File: config.mk
export PLATFORM = sky130hd
export DESIGN_NAME = alu_issue_queue
export DESIGN_NICKNAME = d
export VERILOG_FILES = /design/src/rtl/alu_issue_queue.sv
export SDC_FILE = /design/constraint.sdc
export NUM_CORES = 1
export LEC_CHECK = 0
export CAP_MARGIN = 20
export CORE_MARGIN = 2
export CORE_UTILIZATION = 46
export CTS_CLUSTER_SIZE = 25
export DETAILED_ROUTE_END_ITERATION = 12
export PLACE_DENSITY_LB_ADDON = 0.15
export REMOVE_ABC_BUFFERS = 1
export SYNTH_ARGS = -nofsm -noshare
export SYNTH_HDL_FRONTEND = slang
export SYNTH_SLANG_ARGS = --single-unit
export TNS_END_PERCENT = 10
File: constraint.sdc
create_clock -name clk -period 1.9 [get_ports clk]
set_clock_uncertainty 0.15 [all_clocks]
set_input_delay 0.38 -clock clk [delete_from_list [all_inputs] [get_ports clk]]
set_output_delay 0.38 -clock clk [all_outputs]
set_load 0.1 [all_outputs]
File: src/rtl/alu_issue_queue.sv
// Issue/capture front end for the 8-bit combinational ALU with a result FIFO.
// Optional popped-result statistics are enabled with `define ALU_ISSUE_QUEUE_STATS_EN.
module alu_issue_queue #(
    parameter int DATA_W = 8,
    parameter int SEL_W  = 3,
    parameter int DEPTH  = 4
) (
    input  logic                     clk,
    input  logic                     rst_n,
    input  logic                     in_valid,
    output logic                     in_ready,
    input  logic [DATA_W-1:0]        in_a,
    input  logic [DATA_W-1:0]        in_b,
    input  logic [SEL_W-1:0]         in_op,
    output logic [DATA_W-1:0]        alu_a,
    output logic [DATA_W-1:0]        alu_b,
    output logic [SEL_W-1:0]         alu_sel,
    input  logic [DATA_W-1:0]        alu_result,
    output logic                     out_valid,
    input  logic                     out_ready,
    output logic [DATA_W-1:0]        out_result,
    output logic                     out_zero,
    output logic                     out_illegal,
`ifdef ALU_ISSUE_QUEUE_STATS_EN
    output logic [15:0]              op_count,
    output logic [15:0]              illegal_count,
`endif
    output logic [$clog2(DEPTH):0]   occupancy
);

    localparam int PTR_W = $clog2(DEPTH);
    localparam int CNT_W = PTR_W + 1;
    localparam logic [SEL_W-1:0] ILLEGAL_MIN = SEL_W'(5);
    localparam logic [CNT_W:0]   DEPTH_LIM   = (CNT_W + 1)'(DEPTH);

    logic                accept_s;
    logic                push_s;
    logic                pop_s;
    logic [CNT_W:0]      load_s;

    logic [DATA_W-1:0]   alu_a_q, alu_a_d;
    logic [DATA_W-1:0]   alu_b_q, alu_b_d;
    logic [SEL_W-1:0]    alu_sel_q, alu_sel_d;
    logic                iss_v_q, iss_v_d;

    logic [PTR_W-1:0]    wr_ptr_q, wr_ptr_d;
    logic [PTR_W-1:0]    rd_ptr_q, rd_ptr_d;
    logic [CNT_W-1:0]    occ_q, occ_d;
    logic [DATA_W-1:0]   res_mem_q [DEPTH];
    logic [DATA_W-1:0]   res_mem_d [DEPTH];
    logic                zero_mem_q [DEPTH];
    logic                zero_mem_d [DEPTH];
    logic                ill_mem_q [DEPTH];
    logic                ill_mem_d [DEPTH];

    logic                in_ready_q, in_ready_d;
    logic                out_valid_q, out_valid_d;
    logic [DATA_W-1:0]   out_result_q, out_result_d;
    logic                out_zero_q, out_zero_d;
    logic                out_illegal_q, out_illegal_d;

    // Issue stage: load ALU operand registers on accept, otherwise hold them.
    always_comb begin
        accept_s  = in_valid && in_ready_q;
        iss_v_d   = accept_s;
        alu_a_d   = alu_a_q;
        alu_b_d   = alu_b_q;
        alu_sel_d = alu_sel_q;
        if (accept_s) begin
            alu_a_d   = in_a;
            alu_b_d   = in_b;
            alu_sel_d = in_op;
        end else begin
            alu_a_d   = alu_a_q;
            alu_b_d   = alu_b_q;
            alu_sel_d = alu_sel_q;
        end
    end

    // Result FIFO: capture the ALU output the cycle after issue, pop on handshake.
    always_comb begin
        push_s     = iss_v_q;
        pop_s      = out_valid_q && out_ready;
        res_mem_d  = res_mem_q;
        zero_mem_d = zero_mem_q;
        ill_mem_d  = ill_mem_q;
        wr_ptr_d   = wr_ptr_q;
        rd_ptr_d   = rd_ptr_q;
        if (push_s) begin
            res_mem_d[wr_ptr_q]  = alu_result;
            zero_mem_d[wr_ptr_q] = (alu_result == {DATA_W{1'b0}});
            ill_mem_d[wr_ptr_q]  = (alu_sel_q >= ILLEGAL_MIN);
            wr_ptr_d             = wr_ptr_q + PTR_W'(1);
        end else begin
            wr_ptr_d = wr_ptr_q;
        end
        if (pop_s) begin
            rd_ptr_d = rd_ptr_q + PTR_W'(1);
        end else begin
            rd_ptr_d = rd_ptr_q;
        end
        case ({push_s, pop_s})
            2'b10:   occ_d = occ_q + CNT_W'(1);
            2'b01:   occ_d = occ_q - CNT_W'(1);
            default: occ_d = occ_q;
        endcase
    end

    // Next-state output view, so every output port comes straight from a flop.
    always_comb begin
        load_s        = {1'b0, occ_d} + {{CNT_W{1'b0}}, iss_v_d};
        in_ready_d    = (load_s < DEPTH_LIM);
        out_valid_d   = (occ_d != {CNT_W{1'b0}});
        out_result_d  = res_mem_d[rd_ptr_d];
        out_zero_d    = zero_mem_d[rd_ptr_d];
        out_illegal_d = ill_mem_d[rd_ptr_d];
    end

    // State register for issue stage, FIFO and registered outputs.
    always_ff @(posedge clk or negedge rst_n) begin
        if (!rst_n) begin
            alu_a_q       <= {DATA_W{1'b0}};
            alu_b_q       <= {DATA_W{1'b0}};
            alu_sel_q     <= {SEL_W{1'b0}};
            iss_v_q       <= 1'b0;
            wr_ptr_q      <= {PTR_W{1'b0}};
            rd_ptr_q      <= {PTR_W{1'b0}};
            occ_q         <= {CNT_W{1'b0}};
            in_ready_q    <= 1'b1;
            out_valid_q   <= 1'b0;
            out_result_q  <= {DATA_W{1'b0}};
            out_zero_q    <= 1'b0;
            out_illegal_q <= 1'b0;
            for (int i = 0; i < DEPTH; i++) begin
                res_mem_q[i]  <= {DATA_W{1'b0}};
                zero_mem_q[i] <= 1'b0;
                ill_mem_q[i]  <= 1'b0;
            end
        end else begin
            alu_a_q       <= alu_a_d;
            alu_b_q       <= alu_b_d;
            alu_sel_q     <= alu_sel_d;
            iss_v_q       <= iss_v_d;
            wr_ptr_q      <= wr_ptr_d;
            rd_ptr_q      <= rd_ptr_d;
            occ_q         <= occ_d;
            in_ready_q    <= in_ready_d;
            out_valid_q   <= out_valid_d;
            out_result_q  <= out_result_d;
            out_zero_q    <= out_zero_d;
            out_illegal_q <= out_illegal_d;
            res_mem_q     <= res_mem_d;
            zero_mem_q    <= zero_mem_d;
            ill_mem_q     <= ill_mem_d;
        end
    end

`ifdef ALU_ISSUE_QUEUE_STATS_EN
    logic [15:0] op_count_q, op_count_d;
    logic [15:0] illegal_count_q, illegal_count_d;

    // Saturating counters of popped results and popped illegal-op results.
    always_comb begin
        op_count_d      = op_count_q;
        illegal_count_d = illegal_count_q;
        if (pop_s && (op_count_q != 16'hFFFF)) begin
            op_count_d = op_count_q + 16'd1;
        end else begin
            op_count_d = op_count_q;
        end
        if (pop_s && out_illegal_q && (illegal_count_q != 16'hFFFF)) begin
            illegal_count_d = illegal_count_q + 16'd1;
        end else begin
            illegal_count_d = illegal_count_q;
        end
    end

    // Statistics counter registers.
    always_ff @(posedge clk or negedge rst_n) begin
        if (!rst_n) begin
            op_count_q      <= 16'd0;
            illegal_count_q <= 16'd0;
        end else begin
            op_count_q      <= op_count_d;
            illegal_count_q <= illegal_count_d;
        end
    end

    assign op_count      = op_count_q;
    assign illegal_count = illegal_count_q;
`endif

    assign in_ready    = in_ready_q;
    assign alu_a       = alu_a_q;
    assign alu_b       = alu_b_q;
    assign alu_sel     = alu_sel_q;
    assign out_valid   = out_valid_q;
    assign out_result  = out_result_q;
    assign out_zero    = out_zero_q;
    assign out_illegal = out_illegal_q;
    assign occupancy   = occ_q;

endmodule

; ---- Yosys cells after proc, flatten, opt, wreduce, memory -nomap -nowiden
; Cells that the tools add are included.
[op_classes]
bitwise = 2
order_cmp = 5
n_eq_ne = 2
mux = 21
n_reduce_logical = 5
n_addsub = 5
[ops]
columns = operator, count
row1 = $bwmux 32, 1
row2 = $mux 32, 1
row3 = $mux 8, 3
row4 = $bmux 8 s2, 1
row5 = $demux 8 s2, 1
row6 = $ge 3x3->1 const B, 3
row7 = $bwmux 4, 2
row8 = $logic_not 8->1, 1
row9 = $mux 4, 2
row10 = $not 2->3, 2
row11 = $pmux 3 s2, 1
row12 = $mux 1, 5
row13 = $add 2x1->2 const B, 2
row14 = $add 3x1->4, 1
row15 = $bmux 1 s2, 2
row16 = $lt 4x3->1 const B, 1
row17 = $add 3x1->3 const B, 1
row18 = $logic_and 1x1->1, 3
row19 = $lt 3x1->1 const B, 1
row20 = $reduce_bool 3->1, 1
row21 = $sub 3x1->3 const B, 1
row22 = $demux 1 s2, 1
row23 = $eq 2x1->1 const B, 1
row24 = $eq 2x2->1 const B, 1
row25 = $mux 2, 1
[word_totals]
regBits = 79

; ---- Logic depth before layout (Yosys ltp)
[depth]
ltp_word = 10
ltp_mapped = 9
ltp_nobuf = 9

; ---- Worst setup path after synthesis
; No wires, ideal clock.
[synth_timing]
path_kind = register to register
startpoint = register out_valid_q (netlist: out_valid)
endpoint = register out_valid_q (netlist: out_valid)
setup_ns = 0.131
required_ns = 1.619
stages_incl_launch_ff = 10
path_slack_ns = -0.801
n_path_buf = 0
arrival_time_ns = 2.419
synth_period_minus_slack_ns = 2.701
path_cell_list = dfrtp_1 nand2_1 inv_1 ha_1 inv_1 fa_1 xor2_1 nor2_1 xor2_1 or3_1
[synth_between]
elab_chain_len = 4
elab_cells_between_ends = 5
[synth_rtl]
columns = item, line_no
row1 = start: declaration, 57  ; logic out_valid_q, out_valid_d;
row2 = start signal: assignment, 148  ; out_valid_q <= out_valid_d;
row3 = $logic_and 1x1->1 (*), 83  ; pop_s = out_valid_q && out_ready;
row4 = $eq 2x1->1 or $eq 2x2->1 (tied branches), 102  ; case ({push_s, pop_s})
row5 = $pmux 3 s2 (*), 102
row6 = via occ_d[2], 48  ; logic [CNT_W-1:0] occ_q, occ_d;
row7 = $reduce_bool 3->1 (*), 113  ; out_valid_d = (occ_d != {CNT_W{1'b0}});
row8 = via out_valid_d, 57
; The timed path passes the listed nets; every way through them passes the cells marked *.
; A chain may end at the register's enable or synchronous reset.

; ---- Final worst setup path
; Same ends and word-level chain as after synthesis.

==> flow_summary_export.csv <==
group,metric,value,unit
worst_setup_path,setup.worst_path.start_class,"register",
worst_setup_path,crit_slowest_cell,"dfrtp_1",
floorplan,die_width,88.0,um
grt,grt_max_degree,39,
worst_hold_path,hp-class,"reg2reg",
run,drv_cap,0,
routing,first_iter_violations,98,
timing,finalSetupViolations,11,
finish,nets,346,
outcome,status,"finished with violations",
finish,final_util,71.0,%
floorplan,start_util,47.6,%
routing,ant_nets,0,
worst_setup_path,reg2reg_depth,9,
worst_setup_path,regToRegEndpoint,"out_valid",
clocking,cts_buffers,9,
clocking,numClockSinks,79,
grt,antenna_found_initial,0,
worst_hold_path,hold_end,"zero_mem_q[2]",
worst_setup_path,worst_setup_path_end_kind,"register",
worst_setup_path,cp.arrival,2060,ps
timing,period_share,105,%
timing,period_needed,1990,ps
floorplan,core_area,0.00683,mm2
timing,slew_headroom,73.3,%
routing,dr.pass1.iters,5,
clocking,cts_tree,"done",
grt,grt_pass1_wl,10600,um
finish,final_cells,410,
timing,grt_setup_unrepaired,"yes",
floorplan,ios,65,
routing,drt_wl_total,6550,um
worst_setup_path,worstSetupPathDepth,9,
clocking,h-tree-depth,3,
place,place.gp.congestion,0.746,
worst_setup_path,cp_slowest_stage_delay,350,ps
worst_setup_path,path_cells,"nand2_1 > inv_1 > ha_2 > inv_2 > fa_2 > xor2_1 > nor2_1 > xor2_1 > or3_1",
grt,gr-usage-all-layers,18.5,%
floorplan,dieArea,0.00775,mm2
worst_hold_path,hp-start,"zero_mem_q[2]",
synth,synth_area,0.00325,mm2
clocking,clock_latency,350,ps
clocking,cts_buffer_depth,2,
synth,syn_area_per_cell,15.7,um2
worst_setup_path,critPathBufInv,2,
finish,layout-drive-gt1-share,51.6,%
routing,drc,0,
floorplan,die_h,88.0,um
worst_setup_path,reg2reg_slack,-90,ps
grt,grt_overflow_total,0,
outcome,violations,"negative setup slack",
worst_setup_path,worst-setup-path-type,"reg2reg",
timing,fin_ws,-85.9,ps
finish,n_antenna_cell,0,
timing,slew_viol_final,0,
synth,syn_inst,207,
synth,ys_async_sr_fraction,100,%
timing,hold_viol,0,
synth,yosys_warnings,0,
worst_setup_path,worstPathMaxFanout,2,
clocking,clockRootBuffer,"clkbuf_8",
clocking,clk_pin_slew,70,ps
place,pre_cts_slack,-644,ps
synth,ys_ff_latch,79,
routing,vias,2029,
place,portBuffers,64,
worst_hold_path,hold_depth,2,
floorplan,rows,30,
grt,first_global_vias,2168,
synth,synth_cell_types,26,
worst_setup_path,r2r-start,"out_valid",
worst_setup_path,path_common_cell,"xor2_1",
timing,fmax,504,MHz
place,dpl.hpwl,4450,um
worst_setup_path,crit_required,1980,ps
routing,viasPerCell,4.95,
routing,drt-wirelength-per-cell,16.0,um
finish,area_growth,49.2,%
timing,worstMarginPinSlew,396,ps
synth,ys_seq_area_share,60.9,%
synth,ys.flop_type,"dfrtp_1",
place,placed_cells,385,
synth,synth_edf_count,0,
worst_setup_path,crit_family,"simple AND/OR/NAND/NOR gates",
==> how the worst max path moves through the flow <==
stage          startpoint        end
2_1_floorplan   out_valid  out_valid
3_3_place_gp    out_ready  out_valid
3_5_place_dp    out_ready  out_valid
4_1_cts         out_valid  out_valid
5_1_grt         out_valid  out_valid
6_report        out_valid  out_valid
==> metrics by stage <==
| stage | instance area (um2) | setup TNS (ps) | hold WS, ps |
|---|---|---|---|
| after detailed placement | 4510 | -5670 | 182 |
| after global routing | 4850 | -1360 | 363 |
| after CTS | 4790 | -1090 | 340 |
| final | 4850 | -375 | 334 |
| after floorplan | 3170 | -12380 | -65.6 |
| after global placement | 4510 | -5130 | 179 |
==> registers in the layout (all words and copies together) (netlist names) <==
name         cells
ill_mem_q        4
alu_a            8
rd_ptr_q         2
zero_mem_q       4
alu_b            8
in_ready         1
occupancy        3
out_valid        1
iss_v_q          1
out_result       8
res_mem_q       32
out_zero         1
alu_sel          3
wr_ptr_q         2
out_illegal      1
==> timing repair <==
item / 4_1_cts / 5_1_grt
gates cloned: 0 / 2
endpoints found under the setup margin: 12 / 13
gates resized for setup: 4 / 10
buffers inserted: 4 / 2
hold buffers: 1 / 0
pin swaps: 6 / 7
hold endpoints to repair: 26 / 0
==> worst reg2reg max path: stages, from the launching register on <==
cell and delay [ps]:
dfrtp_1 350, nand2_1 70, inv_1 60, ha_2 170, inv_2 40, fa_2 330, xor2_1 150, nor2_1 130
xor2_1 110, or3_1 300
==> synthesized netlist by cell type (all sizes together) (2+ instances only) <==
master	number	area share, %
o2111ai	4	1.1
clkbuf	2	0.23
inv	9	1.0
mux2	51	18
xor2	5	1.3
buf	7	2.1
dfrtp	78	60
ha	5	1.9
o21ai	10	1.5
mux4	9	6.2
nand2	15	2.7
nor4	2	0.38
==> cell type report <==
class,count,area [um2]
Timing Repair Buffer,98,1270
Tap cell,96,120
Inverter,9,33.8
Multi-Input combinational cell,112,1210
Sequential cell,79,1980
Clock inverter,4,76.3
Clock buffer,12,155
Fill cell,484,1980
==> per-layer routing <==
| metal | part of all wire, % | vias to the layer above | global-route usage, % |
|---|---|---|---|
| met4 | 1.3 | 0 | 7.85 |
| met2 | 51 | 55 | 30.8 |
| li1 | - | 933 | - |
| met5 | 0 | - | 0 |
| met3 | 6.1 | 10 | 6.03 |
| met1 | 42 | 1031 | 22.4 |
==> cell families (layout without fill, tap and decap cells) <==
kind of cell    count (synthesis)  in the layout  share of synthesized area (%)
buf+inv                        18            123                           3.39
fa+ha+maj                       6              6                           2.54
xor+xnor                        6              6                           1.62
compound gates                 15             15                           2.81
flops                          79             79                           60.9
simple gates                   22             24                           3.97
mux                            61             61                           24.8
==> cell usage in the layout (no fill, tap or decap), drive strengths merged <==
cell and n:
bufinv 2, dlygate4sd3 1, dlygate4sd2 1, clkbuf 12, clkinvlp 1, xnor2 1
inv 10, clkdlybuf4s50 28, mux2i 1, a31oi 1, or3 1, dfrtp 78
o21ai 10, nand3 1, and4 1, fa 1, and2 1, mux2 51
o2111ai 4, dfstp 1, nand2 17, nor2 1, xor2 5, ha 5
mux4 9, nor4 2, buf 68
Power is not shown: default switching activity piles up to over one toggle a cycle in this logic, so the estimate is an artifact.
